<file path="config.mk">
export PLATFORM = sky130hd
export DESIGN_NAME = link_rx_buffer_flat
export DESIGN_NICKNAME = d
export VERILOG_FILES = /design/src/rtl/link_pkg.sv /design/src/rtl/link_rx_buffer_if.sv /design/src/rtl/link_rx_fifo.sv /design/src/rtl/link_rx_buffer.sv /design/src/flat_wrapper.sv
export SDC_FILE = /design/constraint.sdc
export NUM_CORES = 1
export LEC_CHECK = 0
export BUFFER_PORTS_ARGS = -buffer_cell sky130_fd_sc_hd__buf_2
export CORE_UTILIZATION = 40
export DETAILED_ROUTE_END_ITERATION = 6
export PLACE_DENSITY = 0.65
export SYNTH_ARGS = -nofsm -noshare
export SYNTH_HDL_FRONTEND = slang
export SYNTH_HIERARCHICAL = 1
export SYNTH_SLANG_ARGS = --single-unit
</file>
<file path="constraint.sdc">
create_clock -name clk -period 3.8 [get_ports clk]
set_clock_uncertainty 0.2 [all_clocks]
set_input_delay 0.76 -clock clk [delete_from_list [all_inputs] [get_ports clk]]
set_output_delay 0.76 -clock clk [all_outputs]
set_load 0.02 [all_outputs]
</file>
<file path="src/rtl/link_pkg.sv">
// link_pkg: link state encoding and default data width shared by link master and responders
package link_pkg;
  localparam int LINK_DATA_W = 8;
  typedef enum logic {S_IDLE = 1'b0, S_ACK = 1'b1} link_state_e;
endpackage

</file>
<file path="src/rtl/link_rx_buffer_if.sv">
// link_rx_buffer_if: req/ack link plus valid/ready consumer side of the rx buffer
interface link_rx_buffer_if #(
  parameter int DATA_W = 8,
  parameter int DEPTH  = 4,
  parameter int CNT_W  = 8
);
  localparam int LVL_W = $clog2(DEPTH + 1);
  logic              req;
  logic [DATA_W-1:0] data_in;
  logic              ack;
  logic              out_valid;
  logic [DATA_W-1:0] out_data;
  logic              out_ready;
  logic [LVL_W-1:0]  level;
  logic              full;
  logic [CNT_W-1:0]  xfer_cnt;
  modport master (output req, data_in, out_ready, input ack, out_valid, out_data, level, full, xfer_cnt);
  modport slave  (input req, data_in, out_ready, output ack, out_valid, out_data, level, full, xfer_cnt);
endinterface

</file>
<file path="src/rtl/link_rx_fifo.sv">
// link_rx_fifo: show-ahead FIFO; push when full and pop when empty are ignored
module link_rx_fifo #(
  parameter int DATA_W = 8,
  parameter int DEPTH  = 4
) (
  input  logic                         clk,
  input  logic                         rst_n,
  input  logic                         push_i,
  input  logic [DATA_W-1:0]            din_i,
  input  logic                         pop_i,
  output logic [DATA_W-1:0]            dout_o,
  output logic [$clog2(DEPTH+1)-1:0]   level_o,
  output logic                         full_o,
  output logic                         empty_o
);
  localparam int AW = $clog2(DEPTH);
  localparam int LW = $clog2(DEPTH + 1);
  logic [DATA_W-1:0] mem_q [DEPTH];
  logic [AW-1:0] wr_q, wr_d, rd_q, rd_d;
  logic [LW-1:0] level_q, level_d;
  logic do_push, do_pop;
  assign do_push = push_i & ~full_o;
  assign do_pop  = pop_i & ~empty_o;
  assign empty_o = level_q == '0;
  assign full_o  = level_q == LW'(DEPTH);
  assign level_o = level_q;
  assign dout_o  = mem_q[rd_q];
  // pointers wrap naturally because DEPTH is a power of two
  always_comb begin
    wr_d    = do_push ? wr_q + AW'(1) : wr_q;
    rd_d    = do_pop ? rd_q + AW'(1) : rd_q;
    level_d = level_q + LW'(do_push) - LW'(do_pop);
  end
  // storage is not reset; contents are meaningless until written
  always_ff @(posedge clk)
    if (do_push) mem_q[wr_q] <= din_i;
  // pointer and occupancy registers
  always_ff @(posedge clk or negedge rst_n)
    if (!rst_n) begin
      wr_q    <= '0;
      rd_q    <= '0;
      level_q <= '0;
    end else begin
      wr_q    <= wr_d;
      rd_q    <= rd_d;
      level_q <= level_d;
    end
endmodule

</file>
<file path="src/rtl/link_rx_buffer.sv">
// link_rx_buffer: 4-phase link responder that queues each accepted word for a valid/ready consumer
module link_rx_buffer
  import link_pkg::*;
#(
  parameter int DATA_W = LINK_DATA_W,
  parameter int DEPTH  = 4,
  parameter int CNT_W  = 8
) (
  input logic              clk,
  input logic              rst_n,
  link_rx_buffer_if.slave  bus
);
  link_state_e state_q, state_d;
  logic ack_q, ack_d, push, full, empty;
  logic [CNT_W-1:0] cnt_q, cnt_d;
  link_rx_fifo #(.DATA_W(DATA_W), .DEPTH(DEPTH)) u_fifo (
    .clk(clk), .rst_n(rst_n), .push_i(push), .din_i(bus.data_in), .pop_i(bus.out_ready),
    .dout_o(bus.out_data), .level_o(bus.level), .full_o(full), .empty_o(empty)
  );
  assign bus.ack       = ack_q;
  assign bus.full      = full;
  assign bus.out_valid = ~empty;
  assign bus.xfer_cnt  = cnt_q;
  // handshake: accept once per req when space exists (registered full), release on req low
  always_comb begin
    push    = 1'b0;
    state_d = state_q;
    ack_d   = ack_q;
    if (state_q == S_IDLE) begin
      push    = bus.req & ~full;
      state_d = push ? S_ACK : S_IDLE;
      ack_d   = push;
    end else begin
      state_d = bus.req ? S_ACK : S_IDLE;
      ack_d   = bus.req;
    end
    cnt_d = cnt_q + CNT_W'(push);
  end
  // state, ack and transfer counter registers
  always_ff @(posedge clk or negedge rst_n)
    if (!rst_n) begin
      state_q <= S_IDLE;
      ack_q   <= 1'b0;
      cnt_q   <= '0;
    end else begin
      state_q <= state_d;
      ack_q   <= ack_d;
      cnt_q   <= cnt_d;
    end
endmodule

</file>
<file path="src/flat_wrapper.sv">
// flat-port wrapper written by rule: the top's interface ports become plain ports
module link_rx_buffer_flat import link_pkg::*;
#(
  parameter int DATA_W = LINK_DATA_W,
  parameter int DEPTH  = 4,
  parameter int CNT_W  = 8
)
  (clk, rst_n, bus_req, bus_data_in, bus_out_ready, bus_ack, bus_out_valid, bus_out_data, bus_level, bus_full, bus_xfer_cnt);
  link_rx_buffer_if #(.DATA_W(DATA_W), .DEPTH(DEPTH), .CNT_W(CNT_W)) bus_i ();
  input logic clk;
  input logic rst_n;
  input wire logic [$bits(bus_i.req)-1:0] bus_req;
  input wire logic [$bits(bus_i.data_in)-1:0] bus_data_in;
  input wire logic [$bits(bus_i.out_ready)-1:0] bus_out_ready;
  output wire logic [$bits(bus_i.ack)-1:0] bus_ack;
  output wire logic [$bits(bus_i.out_valid)-1:0] bus_out_valid;
  output wire logic [$bits(bus_i.out_data)-1:0] bus_out_data;
  output wire logic [$bits(bus_i.level)-1:0] bus_level;
  output wire logic [$bits(bus_i.full)-1:0] bus_full;
  output wire logic [$bits(bus_i.xfer_cnt)-1:0] bus_xfer_cnt;
  assign bus_i.req = bus_req;
  assign bus_i.data_in = bus_data_in;
  assign bus_i.out_ready = bus_out_ready;
  assign bus_ack = bus_i.ack;
  assign bus_out_valid = bus_i.out_valid;
  assign bus_out_data = bus_i.out_data;
  assign bus_level = bus_i.level;
  assign bus_full = bus_i.full;
  assign bus_xfer_cnt = bus_i.xfer_cnt;
  link_rx_buffer #(.DATA_W(DATA_W), .DEPTH(DEPTH), .CNT_W(CNT_W)) u_core (.clk(clk), .rst_n(rst_n), .bus(bus_i));
endmodule
</file>
* Word-level counts from Yosys, hierarchy flattened
Memory sizes are Yosys's and may differ from the RTL's.
Index checks and enable logic that the tools add are counted.
** Word-level totals
- Flip-flop bits (word level) :: 17
- Memory bits (writable) :: 32
- Output and inout bits :: 22
- Word-level logic and storage cells :: 26
- Memories :: 1
** Memory list
- u_core.u_fifo.mem_q :: depth 4, bits a word 8, rd ports 1, clocked after memory_dff 0, wr ports 1, RTL line link_rx_fifo.sv:18 : logic [DATA_W-1:0] mem_q [DEPTH];
** Operators by class
- Add/subtract/negate cells :: 5
- Eq/ne operators :: 1
- Muxes and demuxes :: 7
- Bitwise operators :: 5
- Reduce and logical (&&, ||, !) cells :: 1
** Operator list (count)
- adder 8 x 1 -> 8 bit :: 1
- two-way mux 1 bit :: 7
- adder 2 x 1 -> 2 bit (second input constant) :: 2
- adder 3 x 1 -> 3 bit :: 1
- AND 1 bit :: 3
- == test 3 bit (second input constant) :: 1
- logical NOT 3 bit :: 1
- subtractor 3 x 1 -> 3 bit :: 1
- inverter 1 bit :: 2

* Longest topological paths before layout
- Word-level depth :: 7
- Mapped depth :: 9
- Gate-level depth less buffers :: 9

* Hierarchy
The synthesis kept the hierarchy.
** Modules (own cells, without submodules)
- link_rx_fifo :: instances 1, cells an instance 83, area an instance 1622.8 µm²
- link_rx_buffer :: instances 1, cells an instance 29, area an instance 372.9 µm²

* Worst setup path after synthesis
No wires, ideal clock.
- Path type :: register to register
- From :: register u_core.u_fifo.level_q[2], in the netlist u_core/u_fifo/level_o[2]
- To :: register u_core.u_fifo.level_q[2], in the netlist u_core/u_fifo/level_o[2]
- Arrival time :: 2.596 ns
- Slack :: 0.881 ns
- Stages on the path, launching flop included :: 10
- Path buffers :: 0
- Period minus slack after synthesis :: 2.919 ns
- Cell sequence :: dfrtp_1 > nor3b_4 > nor3b_1 > nand2b_1 > ha_1 > inv_1 > ha_1 > fa_1 > xnor2_1 > xnor2_1
** On the way
- Word-level cells in the longest chain between the ends :: 7
- Elaborated cells on any way between the ends :: 10
** Ends and longest elaborated chain
- start, declared :: RTL line link_rx_fifo.sv:20 : logic [LW-1:0] level_q, level_d;
- start signal, assigned :: RTL line link_rx_fifo.sv:46 : level_q <= level_d;
- == test 3 bit :: RTL line link_rx_fifo.sv:25 : assign full_o = level_q == LW'(DEPTH);
- net bus_full :: RTL line flat_wrapper.sv:19 : output wire logic [$bits(bus_i.full)-1:0] bus_full;
- inverter 1 bit :: RTL line link_rx_buffer.sv:30 : push = bus.req & ~full;
- AND 1 bit :: RTL line link_rx_buffer.sv:30
- two-way mux 1 bit :: RTL line link_rx_buffer.sv:29 : if (state_q == S_IDLE) begin
- net u_core.push :: RTL line link_rx_buffer.sv:14 : logic ack_q, ack_d, push, full, empty;
- AND 1 bit :: RTL line link_rx_fifo.sv:22 : assign do_push = push_i & ~full_o;
- adder 3 x 1 -> 3 bit :: RTL line link_rx_fifo.sv:32 : level_d = level_q + LW'(do_push) - LW'(do_pop);
- subtractor 3 x 1 -> 3 bit :: RTL line link_rx_fifo.sv:32
- net u_core.u_fifo.level_d[2] :: RTL line link_rx_fifo.sv:20
The timed path passes the listed nets, and every way through them passes these cells.
A chain may end at the register's enable or synchronous reset.

* Worst setup path in the final report
- From :: register u_core.u_fifo.rd_q[0]
- To :: output port bus_out_data[5]
** On the way
- Word-level cells in the longest chain between the ends :: 1
** Ends and longest elaborated chain
- start, declared :: RTL line link_rx_fifo.sv:19 : logic [AW-1:0] wr_q, wr_d, rd_q, rd_d;
- start signal, assigned :: RTL line link_rx_fifo.sv:45 : rd_q <= rd_d;
- memory read (4 x 8 bit)
- end, declared :: RTL line flat_wrapper.sv:17 : output wire logic [$bits(bus_i.out_data)-1:0] bus_out_data;
Every way passes these cells.

==> results_dict.tcl <==
set metrics [dict create \
    grt_util_all_layers 0.151 \
    outcome "finished, final reports clean" \
    first_global_vias 1138 \
    final_hold_viol_count 0 \
    path_max_fanout 10 \
    floorplan.initialDensity 0.420 \
    first_pass_iters 4 \
    worstPathRequired_ns 2.84 \
    synthDominantCellAreaShare 0.482 \
    finalCoreUtilization 0.494 \
    core_area_mm2 0.00475 \
    min_path_type "in2async" \
    post-place-cells 211 \
    fp.dieH_um 72.6 \
    grt_max_degree 17 \
    ratio_of_routed_vias_to_standard_cells 4.79 \
    slack_of_the_critical_path_ns 1.05 \
    tightestPinTransition_ns 0.621 \
    cell_chain_of_the_critical_path "mux4_2 -> buf_2" \
    post_synth_main_area_contributors "edfxtp_1, dfrtp_1, mux4_2" \
    ctsHtreeMaxLevel 2 \
    numPortBuffers 33 \
    drv_slew 0 \
    cts_buffers 5 \
    seq_area_frac_synth 0.682 \
    synth_cells 112 \
    synthTopCellsByCount "edfxtp_1, dfrtp_1, ha_1, inv_1, mux4_2" \
    synth.net_count 133 \
    dp.final_hpwl_mm 2.43 \
    yosys_register_bits 48 \
    grt_overflow 0 \
    cpLargestDelayFamily "flip-flops" \
    grt_setup_unrepaired "no" \
    clk_transition_reported_paths_ns 0.08 \
    timing.critical_path.slowest_cell_delay_ns 0.74 \
    via_count 1049 \
    final.period_utilization 0.724 \
    critPathSlowestCell "dfrtp_1" \
    setup.worst_path.class "reg2out" \
    routed_wirelength_mm 3.43 \
    worstSkewPairLatency_ns 0.28 \
    most_used_standard_cell_by_instance_count_after_synthesis "edfxtp_1" \
    max_clk_rate_mhz 363 \
    route.detailed.drc 0 \
    fp-row-count 25 \
    synth-async-reset-ratio 0.333 \
    drtIter0Drc 56 \
    max-vdd-ir-drop_uv 458 \
    placement.setup.worst_slack_ns 0.979 \
    route.detailed.wl_per_inst_um 15.7 \
    syn-cell-area_mm2 0.00200 \
    cellLeakagePower_nw 0.944 \
    yosysWarningCount 6 \
    die_width_um 72.6 \
    design.portCount 34 \
    tritoncts_clock_tree "done" \
    power_density_mw_per_mm2 756 \
    antenna_found_initial 0 \
    setup_tns_ns 0 \
    antenna-diode-count 0 \
    cts_resized 0 \
    setup.worst_path.end_class "output port" \
    ant_nets 0 \
    cts_sinks 48 \
    grt_pass1_wl_mm 5.65 \
    cts_root_buffer "clkbuf_8" \
    dominantRegCellSynth "edfxtp_1" \
    synthesis.area_per_instance_um2 17.8 \
    floorplan.die_area_mm2 0.00528 \
    crit_buf_inv 1 \
    gp_congestion 0.714 \
    final-setup-viol-count 0 \
    synth_cell_types 26 \
    final_layout_size_suffix_gt1_frac 0.342 \
    fin_crit_ns 2.75 \
    timing.max_cap.violations 0 \
    final_nets 172 \
    totalPowerFinal_w 0.00177 \
    yosysTopAreaCell "edfxtp_1" \
    post_cts_hold_buffer_count 0 \
    slew_headroom 0.586 \
    area_delta_synth_final_pct 17.6 \
    timing.critical_path.arrival_ns 1.79 \
    worst_setup_path_start_kind "flop" \
    clockBufferDepth 2 \
    cts_post_setup_buffers_inserted 0 \
    synth_edf_count 32 \
    post_layout_nonfiller_instances 219 \
]
## power breakdown
part	internal [W]	switching (W)
Combinational	0.000278	0.000320
Clock	0.000195	0.000152
Sequential	0.000675	0.000154
## final timing paths
path                                          startpoint                        to  slack [ns]  cells after the start
max in group asynchronous                          rst_n    u_core/bus.xfer_cnt[4]        2.95                      1
worst min register to register    u_core/bus.xfer_cnt[7]    u_core/bus.xfer_cnt[7]        0.27                      1
min in group clk                  u_core/bus.xfer_cnt[7]    u_core/bus.xfer_cnt[7]        0.27                      1
worst max-delay path               u_core/u_fifo/rd_q[0]           bus_out_data[5]        1.05                      2
worst max register to register  u_core/u_fifo/level_o[2]  u_core/u_fifo/level_o[2]        1.11                     10
worst min-delay path                               rst_n            u_core/bus.ack        0.18                      1
## cell type report
class                      instances  area [um^2]
clock buffer                       6         72.6
clock inverter                     2         35.0
inverter                           8         30.0
multi-input combinational         54          592
fill                             429         2410
timing repair buffer              34          173
sequential                        48         1360
tap                               67         83.8
## layer usage
metal	wire length [um]	part of all wire	vias up	GRT usage
li1	-	-	494	-
met1	1440	0.42	519	0.186
met2	1780	0.52	30	0.253
met3	153	0.045	6	0.0414
met4	60	0.017	0	0.0610
met5	0	0	-	0
## cell families after synthesis
kind of cell / share of synthesized area
AO/OA/AOI/OAI: 0.0194
XOR/XNOR: 0.0439
AND/OR/NAND/NOR: 0.0828
flip-flops: 0.682
multiplexers: 0.0903
buffers and inverters: 0.0213
adder cells (fa/ha/maj): 0.0602
## state kept, by name, indices dropped and copies added, names as in the netlist
register and count:
u_core/bus.ack 1, u_core/bus.xfer_cnt 8, u_core/u_fifo/level_o 3, u_core/u_fifo/mem_q 32
u_core/u_fifo/rd_q 2, u_core/u_fifo/wr_q 2
## placed cells by master (no fill, tap or decap), types with 2 or more instances in the layout
cell type   n
nand4bb_1   2
dfrtp_1    16
nand3_1     2
buf_2      33
clkbuf_8    5
ha_1        8
nand2_1     3
mux4_2      8
inv_1       8
xnor2_1     7
edfxtp_1   32
and3b_1     4
nand2b_1    4
o211ai_1    2
xor2_1      3
## per-stage QoR
step	cell area [um^2]	hold WS, ns
after global routing	2350	0.188
after detailed placement	2240	0.254
after floorplan	2000	0.264
after CTS	2350	0.179
after global placement	2240	0.255
final	2350	0.180
Power figures use the tool's default switching activity.
